==> config.mk <==
export PLATFORM = sky130hd
export DESIGN_NAME = vga_mode_sel
export DESIGN_NICKNAME = d
export VERILOG_FILES = /design/src/rtl/vga_mode_sel.sv
export SDC_FILE = /design/constraint.sdc
export NUM_CORES = 1
export LEC_CHECK = 0
export CAP_MARGIN = 20
export CORE_MARGIN = 2
export CORE_UTILIZATION = 61
export CTS_CLUSTER_DIAMETER = 50
export DETAILED_ROUTE_END_ITERATION = 10
export GPL_ROUTABILITY_DRIVEN = 0
export PLACE_DENSITY = 0.79
export RECOVER_POWER = 25
export SLEW_MARGIN = 20
export SYNTH_ARGS = -nofsm -noshare
export SYNTH_HDL_FRONTEND = slang
export SYNTH_SLANG_ARGS = --single-unit
==> constraint.sdc <==
create_clock -name clk -period 2.5 [get_ports clk]
set_input_delay 0.5 -clock clk [delete_from_list [all_inputs] [get_ports clk]]
set_output_delay 0.5 -clock clk [all_outputs]
set_load 0.01 [all_outputs]
==> src/rtl/vga_mode_sel.sv <==
// Mode select controller for the dual-resolution VGA mux: debounces the board switch
// and commits a resolution change only on a vertical-sync leading edge, then blanks RGB.
module vga_mode_sel #(
  parameter int DEBOUNCE_CYCLES = 1_000_000,
  parameter int FRAME_TIMEOUT   = 2_000_000,
  parameter int BLANK_FRAMES    = 2,
  parameter bit VS_POL          = 1'b0
) (
  input  logic clk,
  input  logic rst,
  input  logic sw,
  input  logic vs_640_480,
  input  logic vs_800_600,
  output logic mode,
  output logic blank,
  output logic busy
);

  localparam int DB_W = $clog2(DEBOUNCE_CYCLES + 1);
  localparam int TO_W = $clog2(FRAME_TIMEOUT + 1);
  localparam int FR_W = $clog2(BLANK_FRAMES + 1);

  localparam logic [DB_W-1:0] DB_LAST = DB_W'(DEBOUNCE_CYCLES - 1);
  localparam logic [TO_W-1:0] TO_LAST = TO_W'(FRAME_TIMEOUT - 1);
  localparam logic [FR_W-1:0] FR_LAST = FR_W'(BLANK_FRAMES - 1);

  typedef enum logic [1:0] {IDLE, DEBOUNCE, WAIT_FRAME, BLANK} state_t;

  state_t          state;
  logic [DB_W-1:0] db_cnt;
  logic [TO_W-1:0] to_cnt;
  logic [FR_W-1:0] fr_cnt;

  logic [1:0] sw_sync;
  logic [1:0] vs640_sync;
  logic [1:0] vs800_sync;
  logic       vs640_d;
  logic       vs800_d;

  logic sw_s;
  logic vs640_s;
  logic vs800_s;
  logic vs640_edge;
  logic vs800_edge;
  logic vs_cur;
  logic frame_evt;

  // NOTE: sequential state uses non-blocking assignments only, so every flop samples
  // the pre-edge value of its neighbours and the synchroniser chain shifts by one stage.
  always_ff @(posedge clk or posedge rst) begin
    if (rst) begin
      sw_sync    <= '0;
      vs640_sync <= '0;
      vs800_sync <= '0;
      vs640_d    <= 1'b0;
      vs800_d    <= 1'b0;
    end else begin
      sw_sync    <= {sw_sync[0], sw};
      vs640_sync <= {vs640_sync[0], vs_640_480};
      vs800_sync <= {vs800_sync[0], vs_800_600};
      vs640_d    <= vs640_sync[1];
      vs800_d    <= vs800_sync[1];
    end
  end

  assign sw_s    = sw_sync[1];
  assign vs640_s = vs640_sync[1];
  assign vs800_s = vs800_sync[1];

  // Leading edge = transition into the asserted level; reset value of the delayed
  // flop reads as "asserted" for active-low sync, so release never fakes an edge.
  assign vs640_edge = (vs640_s == VS_POL) && (vs640_d != VS_POL);
  assign vs800_edge = (vs800_s == VS_POL) && (vs800_d != VS_POL);
  assign vs_cur     = mode ? vs800_edge : vs640_edge;
  assign frame_evt  = vs_cur || (to_cnt == TO_LAST);

  always_ff @(posedge clk or posedge rst) begin
    if (rst) begin
      state  <= IDLE;
      mode   <= 1'b0;
      blank  <= 1'b0;
      busy   <= 1'b0;
      db_cnt <= '0;
      to_cnt <= '0;
      fr_cnt <= '0;
    end else begin
      case (state)
        IDLE: begin
          if (sw_s != mode) begin
            state  <= DEBOUNCE;
            busy   <= 1'b1;
            db_cnt <= '0;
          end
        end

        DEBOUNCE: begin
          if (sw_s == mode) begin
            state  <= IDLE;
            busy   <= 1'b0;
            db_cnt <= '0;
          end else if (db_cnt == DB_LAST) begin
            state  <= WAIT_FRAME;
            to_cnt <= '0;
          end else begin
            db_cnt <= db_cnt + DB_W'(1);
          end
        end

        WAIT_FRAME: begin
          // A switch that returns to the current mode wins over a same-cycle edge.
          if (sw_s == mode) begin
            state  <= IDLE;
            busy   <= 1'b0;
            to_cnt <= '0;
          end else if (frame_evt) begin
            state  <= BLANK;
            mode   <= ~mode;
            blank  <= 1'b1;
            fr_cnt <= '0;
            to_cnt <= '0;
          end else begin
            to_cnt <= to_cnt + TO_W'(1);
          end
        end

        BLANK: begin
          if (frame_evt) begin
            to_cnt <= '0;
            if (fr_cnt == FR_LAST) begin
              state  <= IDLE;
              blank  <= 1'b0;
              busy   <= 1'b0;
              fr_cnt <= '0;
            end else begin
              fr_cnt <= fr_cnt + FR_W'(1);
            end
          end else begin
            to_cnt <= to_cnt + TO_W'(1);
          end
        end

        default: begin
          state <= IDLE;
          busy  <= 1'b0;
          blank <= 1'b0;
        end
      endcase
    end
  end

endmodule
==> results of run 1 <==
[state kept, by name, indices dropped and copies added, names as in the netlist]
| name | count |
|---|---|
| to_cnt | 21 |
| db_cnt | 20 |
| fr_cnt | 2 |
| state | 2 |
| sw_sync | 2 |
| vs640_sync | 2 |
| vs800_sync | 2 |
| blank | 1 |
| busy | 1 |
| mode | 1 |
| vs640_d | 1 |
| vs800_d | 1 |
[worst reg2reg max path: cells and delay by family, from the launching register on]
kind	cells	cell delay, ns
AND/OR/NAND/NOR	2	0.40
AO/OA/AOI/OAI	3	0.90
buffers and inverters	1	0.24
adder cells (fa/ha/maj)	1	0.25
flip-flops	1	0.41
[area by class of cell]
| class | instances | share of cell area |
|---|---|---|
| Clock buffer | 6 | 0.0246 |
| Clock inverter | 2 | 0.0116 |
| Inverter | 9 | 0.0101 |
| Multi-Input combinational cell | 245 | 0.466 |
| Sequential cell | 56 | 0.418 |
| Tap cell | 67 | 0.0250 |
| Timing Repair Buffer | 18 | 0.0444 |
[cell usage after synthesis, types with 3 or more instances]
master and number:
dfrtp_1 56, nand2_1 33, nor2_1 29, nand3_1 23
o21ai_0 20, a22o_1 13, clkbuf_1 9, inv_1 9
nand4_1 9, a21oi_1 7, and3_1 7, ha_1 7
or4_1 7, xor2_1 7, a21o_1 6, nor4_1 6
o211ai_1 6, o31ai_1 5, or3_1 5, xnor2_1 5
buf_2 4, a2bb2oi_1 3, a31oi_1 3, and2_0 3
nand2b_1 3, nor2b_1 3
[per-layer routing]
metal	track usage	up-vias	share of wire
li1	-	1223	-
met1	0.358	1244	0.48
met5	0	-	0
met3	0.0402	7	0.041
met2	0.373	64	0.46
met4	0.0853	0	0.011
[cells in the final DEF, fill, tap and decap left out, types with 3 or more instances in the layout]
cell type        count
inv_1                9
nand4_1              9
and3_1               7
xor2_1               7
o21ai_0             20
xnor2_1              5
nand2_1             33
nor4_1               6
clkbuf_8             6
or4_1                7
buf_4               10
or3_1                5
nand2b_1             3
a21oi_1              7
dfrtp_1             56
nand3_1             23
dlygate4sd3_1        4
a2bb2oi_1            3
and2_0               3
a21o_1               6
clkdlybuf4s50_1      3
nor2_1              29
o211ai_1             6
nor2b_1              3
ha_1                 7
a22o_1              13
a31oi_1              3
o31ai_1              5
[report_power, final]
part / internal, uW / total (uW) / switching (uW)
combinational: 417 / 1040 / 623
clock: 328 / 613 / 286
sequential: 977 / 1040 / 67.9
[how the worst max path moves through the flow]
stage	end	slack (ns)	depth (start not counted)
after floorplan	to_cnt[16]	0.42	7
after global placement	to_cnt[11]	0.31	7
after detailed placement	to_cnt[11]	0.20	7
after CTS	to_cnt[11]	0.20	7
after global routing	to_cnt[11]	0.02	7
final	to_cnt[11]	0.19	7
[stage by stage]
stage          worst slack (ns)  hold slack (ns)  cell area, um^2  utilization
2_1_floorplan             0.421            0.331             3080            -
3_3_place_gp              0.310            0.334             3240        0.676
3_5_place_dp              0.204            0.340             3240        0.676
4_1_cts                   0.196            0.363             3360        0.701
5_1_grt                  0.0187            0.379             3350        0.701
6_report                  0.190            0.359             3350        0.701
[cell families (layout without fill, tap and decap cells)]
| family | count (synthesis) | in the layout | share of synthesized area |
|---|---|---|---|
| AO/OA/AOI/OAI | 81 | 81 | 0.186 |
| multiplexers | 4 | 4 | 0.0138 |
| adder cells (fa/ha/maj) | 7 | 7 | 0.0285 |
| XOR/XNOR | 12 | 12 | 0.0342 |
| buffers and inverters | 24 | 35 | 0.0358 |
| flip-flops | 56 | 56 | 0.456 |
| AND/OR/NAND/NOR | 141 | 141 | 0.247 |
==> metrics.log, run 1 <==
[metrics] Layout fillers: 394
[metrics] CTS H-tree lvls: 2
[metrics] Congestion Overflow GR: 0
[metrics] peak ir drop on the vdd network: 609 uV
[metrics] endpoint with the worst hold slack: vs640_sync[1]
[metrics] Worst Hold Path Cells: 0
[metrics] post-DR wirelength/cell: 15.4 um
[metrics] most used flip-flop cell after synthesis: dfrtp_1
[metrics] fmax: 433 MHz
[metrics] Die Y: 75.0 um
[metrics] Mean Syn Cell Area: 9.46 um^2
[metrics] sum of negative setup slack: 0 ns
[metrics] Total Wirelength: 6.21 mm
[metrics] post-route ant nets: 0
[metrics] power density normalized to cell area: 805 nW/um^2
[metrics] fraction of layout instances using a drive strength above 1: 0.0685
[metrics] Reg-to-Reg End: to_cnt[11]
[metrics] number of sinks driven by the clock tree: 56
[metrics] signal arrival time at the worst endpoint: 2.51 ns
[metrics] area of the multi-input gates: 1560 um^2
[metrics] cell count after placement: 395
[metrics] Layout Cells excl Fill: 403
[metrics] die width: 75.0 um
[metrics] cts bufs inserted: 5
[metrics] Worst slew margin: 0.450
[metrics] syn nets: 337
[metrics] Yosys top cell area share: 0.456
[metrics] Clock Path Buffers: 2
[metrics] Clock Pin Slew Worst Setup and Hold Paths: 0.09 ns
[metrics] # diodes: 0
[metrics] highest net fanout along the worst path: 12
[metrics] CP bufs+invs: 1
[metrics] average vias per placed instance: 6.30
[metrics] count of routing violations after the opening detailed-route iteration: 217
[metrics] Register-to-Register Path Depth: 7
[metrics] Initial Utilization: 0.643
[metrics] FF-to-FF setup slack: 0.19 ns
[metrics] post-synth top area cell: dfrtp_1
[metrics] number of warning messages in the yosys log: 0
[metrics] worst path required time: 2.70 ns
[metrics] total power draw: 2700 uW
[metrics] Cell Chain, Critical Path: ha_1 -> and4_1 -> nand2_1 -> o32a_1 -> buf_4 -> a21o_1 -> a22o_1
[metrics] clock tree from TritonCTS: yes
[metrics] Core Box Area: 4790 um^2
[metrics] Critical R2R Launch: db_cnt[0]
[metrics] master of the slowest instance on the critical path: o32a_1
[metrics] cell count after synthesis: 325
[metrics] Area contributors post-synth: dfrtp_1 46%, nand2_1 4.0%, nand3_1 3.7%
[metrics] endpoint type of the worst setup path: flip-flop
[metrics] minimum period implied by the final worst setup slack: 2.31 ns
[metrics] total standard cell area after synthesis: 3080 um^2
[metrics] Min-Delay Path Class: reg2reg
[metrics] post-CTS setup repair buffer count: 0
[metrics] worst setup path category: reg2reg
[metrics] Hold Path Origin: vs640_sync[0]
[metrics] final critical-path share of the clock period: 0.924
[metrics] global-route usage over all layers: 0.245
[metrics] Distinct cells, synth: 51
[metrics] Clock Latency Late Sink: 0.31 ns
[metrics] Worst Setup Start Kind: flip-flop
[metrics] vias in the first global route: 2376
[metrics] pin count of the biggest net entering global routing: 22
[metrics] status: finished, final reports clean
[metrics] number of storage elements in the synthesis netlist: 56
[metrics] relative area change from synthesis to final layout: 9.03%
[metrics] floorplan die area: 5630 um^2
[metrics] number of cell rows: 25
[metrics] port bufs: 7
[metrics] post-cts sizing count: 0
[metrics] wire length of the first global-routing pass: 10.6 mm
[metrics] async set-or-reset flop fraction in the synthesized netlist: 1.00
[metrics] net count of the finished layout: 347
[metrics] sequential element share of the synthesized area: 0.456
[metrics] count of flip-flops with a built-in enable after synthesis: 0
[metrics] largest delay contributor family on the critical path: compound AO/OA/AOI/OAI gates
[metrics] static power due to leakage: 0.00140 uW
[metrics] number of violations of the max-capacitance limit: 0
[metrics] Slew Viols, Final: 0
[metrics] unrepaired setup endpoints after global routing: no
[metrics] Final Hold Vio Count: 0
[metrics] hold buffer count at CTS: 0
[metrics] I/O pin total: 8
[metrics] final setup fails: 0
[metrics] Slew @ Worst Pin: 0.826 ns
[metrics] detailed-route DRC error count: 0
[metrics] Reg area: 1400 um^2
[metrics] antenna violations before repair: 0
[metrics] delay of the slowest cell on the worst path: 0.52 ns
[metrics] vias: 2538
[metrics] post-route clock skew: 0.00589 ns
[metrics] clock tree root driver cell: clkbuf_8
[metrics] launching instance or port of the critical path: db_cnt[0]
[metrics] number of search-and-repair iterations in the first detailed-routing pass: 4
[metrics] Final HPWL DP: 4.51 mm
Power figures use the tool's default switching activity.
==> run 2, diff against run 1 <==
--- a/config.mk
+++ b/config.mk
@@ -12,7 +12,6 @@
 export DETAILED_ROUTE_END_ITERATION = 10
 export GPL_ROUTABILITY_DRIVEN = 0
 export PLACE_DENSITY = 0.79
-export RECOVER_POWER = 25
 export SLEW_MARGIN = 20
 export SYNTH_ARGS = -nofsm -noshare
 export SYNTH_HDL_FRONTEND = slang
==> run 2 against run 1 <==
  * Maximum frequency hardly changed
  * Non-clock buffer count did not move
  * Wire length is 0.39% lower
  * Cell area is 0.11% higher
  * Worst hold slack is essentially flat
  * Critical path depth unchanged
==> metrics.log, run 2 (synthesized netlist as in run 1, its figures left out) <==
[metrics] clock tree root driver cell: clkbuf_8
[metrics] Slew Viols, Final: 0
[metrics] global-route usage over all layers: 0.245
[metrics] post-route ant nets: 0
[metrics] vias in the first global route: 2376
[metrics] fmax: 433 MHz
[metrics] fraction of layout instances using a drive strength above 1: 0.0744
[metrics] highest net fanout along the worst path: 12
[metrics] Cell Chain, Critical Path: ha_1 -> and4_1 -> nand2_1 -> o32a_1 -> buf_4 -> a21o_1 -> a22o_1
[metrics] endpoint type of the worst setup path: flip-flop
[metrics] hold buffer count at CTS: 0
[metrics] final critical-path share of the clock period: 0.924
[metrics] power density normalized to cell area: 804 nW/um^2
[metrics] endpoint with the worst hold slack: vs640_sync[1]
[metrics] sum of negative setup slack: 0 ns
[metrics] CTS H-tree lvls: 2
[metrics] Worst Setup Start Kind: flip-flop
[metrics] Worst slew margin: 0.618
[metrics] signal arrival time at the worst endpoint: 2.51 ns
[metrics] Hold Path Origin: vs640_sync[0]
[metrics] count of routing violations after the opening detailed-route iteration: 236
[metrics] master of the slowest instance on the critical path: o32a_1
[metrics] post-DR wirelength/cell: 15.4 um
[metrics] Die Y: 75.0 um
[metrics] Clock Path Buffers: 2
[metrics] average vias per placed instance: 6.28
[metrics] post-cts sizing count: 0
[metrics] clock tree from TritonCTS: yes
[metrics] peak ir drop on the vdd network: 607 uV
[metrics] worst path required time: 2.70 ns
[metrics] Final Hold Vio Count: 0
[metrics] unrepaired setup endpoints after global routing: no
[metrics] hold_ws: 0.359 ns
[metrics] minimum period implied by the final worst setup slack: 2.31 ns
[metrics] Clock Latency Late Sink: 0.31 ns
[metrics] static power due to leakage: 0.00140 uW
[metrics] I/O pin total: 8
[metrics] Register-to-Register Path Depth: 7
[metrics] number of search-and-repair iterations in the first detailed-routing pass: 5
[metrics] Clock Pin Slew Worst Setup and Hold Paths: 0.09 ns
[metrics] number of cell rows: 25
[metrics] Total Wirelength: 6.19 mm
[metrics] leading cell type in the layout, fill and taps excluded: dfrtp_1
[metrics] FF-to-FF setup slack: 0.19 ns
[metrics] port bufs: 7
[metrics] relative area change from synthesis to final layout: 9.15%
[metrics] status: finished, final reports clean
[metrics] floorplan die area: 5630 um^2
[metrics] Most flops, register: to_cnt
[metrics] post-CTS setup repair buffer count: 0
[metrics] number of violations of the max-capacitance limit: 0
[metrics] leading cell types in the layout, fill and taps excluded: 56 x dfrtp_1, 33 x nand2_1, 29 x nor2_1
[metrics] Initial Utilization: 0.643
[metrics] worst setup path category: reg2reg
[metrics] total power draw: 2700 uW
[metrics] Slew @ Worst Pin: 0.567 ns
[metrics] die width: 75.0 um
[metrics] number of sinks driven by the clock tree: 56
[metrics] cts bufs inserted: 5
[metrics] Reg-to-Reg End: to_cnt[11]
[metrics] net count of the finished layout: 347
[metrics] Min-Delay Path Class: reg2reg
[metrics] Congestion Overflow GR: 0
[metrics] Critical R2R Launch: db_cnt[0]
[metrics] Largest register FFs: 21
[metrics] wire length of the first global-routing pass: 10.6 mm
[metrics] Util after Layout: 0.701
[metrics] Placement Cell Area: 3240 um^2
[metrics] Final Instance Area: 3360 um^2
[metrics] final setup fails: 0
[metrics] Worst Hold Path Cells: 0
[metrics] detailed-route DRC error count: 0
[metrics] antenna violations before repair: 0
[metrics] Core Box Area: 4790 um^2
[metrics] vias: 2531
[metrics] pin count of the biggest net entering global routing: 22
[metrics] registers with the most flip-flops: to_cnt x21, db_cnt x20
[metrics] post-route clock skew: 0.00668 ns
[metrics] delay of the slowest cell on the worst path: 0.53 ns
[metrics] Final HPWL DP: 4.51 mm
[metrics] # diodes: 0
==> run 2: cell count changes in the layout (fill, tap and decap cells not counted), sizes merged <==
cell and change:
clkdlybuf4s50 +4, dlygate4sd3 -4, buf +1, clkbuf -1
==> run 2: layer usage <==
metal,vias to the layer above,track usage,part of all wire
met5,-,0,0
met4,0,0.0853,0.010
met3,7,0.0402,0.031
met2,53,0.373,0.46
met1,1251,0.358,0.50
li1,1220,-,-
==> run 2: worst max path at each step <==
stage | cells past startpoint | to | slack, ns | from
floorplan | 7 | to_cnt[16] | 0.42 | db_cnt[6]
global placement | 7 | to_cnt[11] | 0.31 | db_cnt[0]
detailed placement | 7 | to_cnt[11] | 0.20 | db_cnt[0]
CTS | 7 | to_cnt[11] | 0.20 | db_cnt[0]
global route | 7 | to_cnt[11] | 0.02 | db_cnt[0]
finish | 7 | to_cnt[11] | 0.19 | db_cnt[0]
==> run 2: final cells by class <==
type,count,area (um^2)
Multi-Input combinational cell,245,1560
Clock buffer,6,82.6
Sequential cell,56,1400
Inverter,9,33.8
Timing Repair Buffer,18,153
Tap cell,67,83.8
Fill cell,394,1430
Clock inverter,2,38.8
==> run 2: stage by stage <==
step / instances / setup WS (ns)
2_1_floorplan: 325 / 0.421
3_3_place_gp: 395 / 0.310
3_5_place_dp: 395 / 0.204
4_1_cts: 403 / 0.196
5_1_grt: 403 / 0.0187
6_report: 403 / 0.189
==> run 2: where the power goes <==
| group | internal (uW) | total, uW | switching, uW |
|---|---|---|---|
| combinational | 419 | 1040 | 623 |
| sequential | 977 | 1040 | 68.0 |
| clock | 328 | 613 | 285 |
| total | 1720 | 2700 | 976 |
==> run 2: worst max-delay path: cells and delay by family (launching register included) <==
kind | cells | cell delay [ns]
and+or+nand+nor | 2 | 0.40
AOI/OAI and AO/OA | 3 | 0.91
adders and majority gates | 1 | 0.24
buffers and inverters | 1 | 0.24
DFF | 1 | 0.41
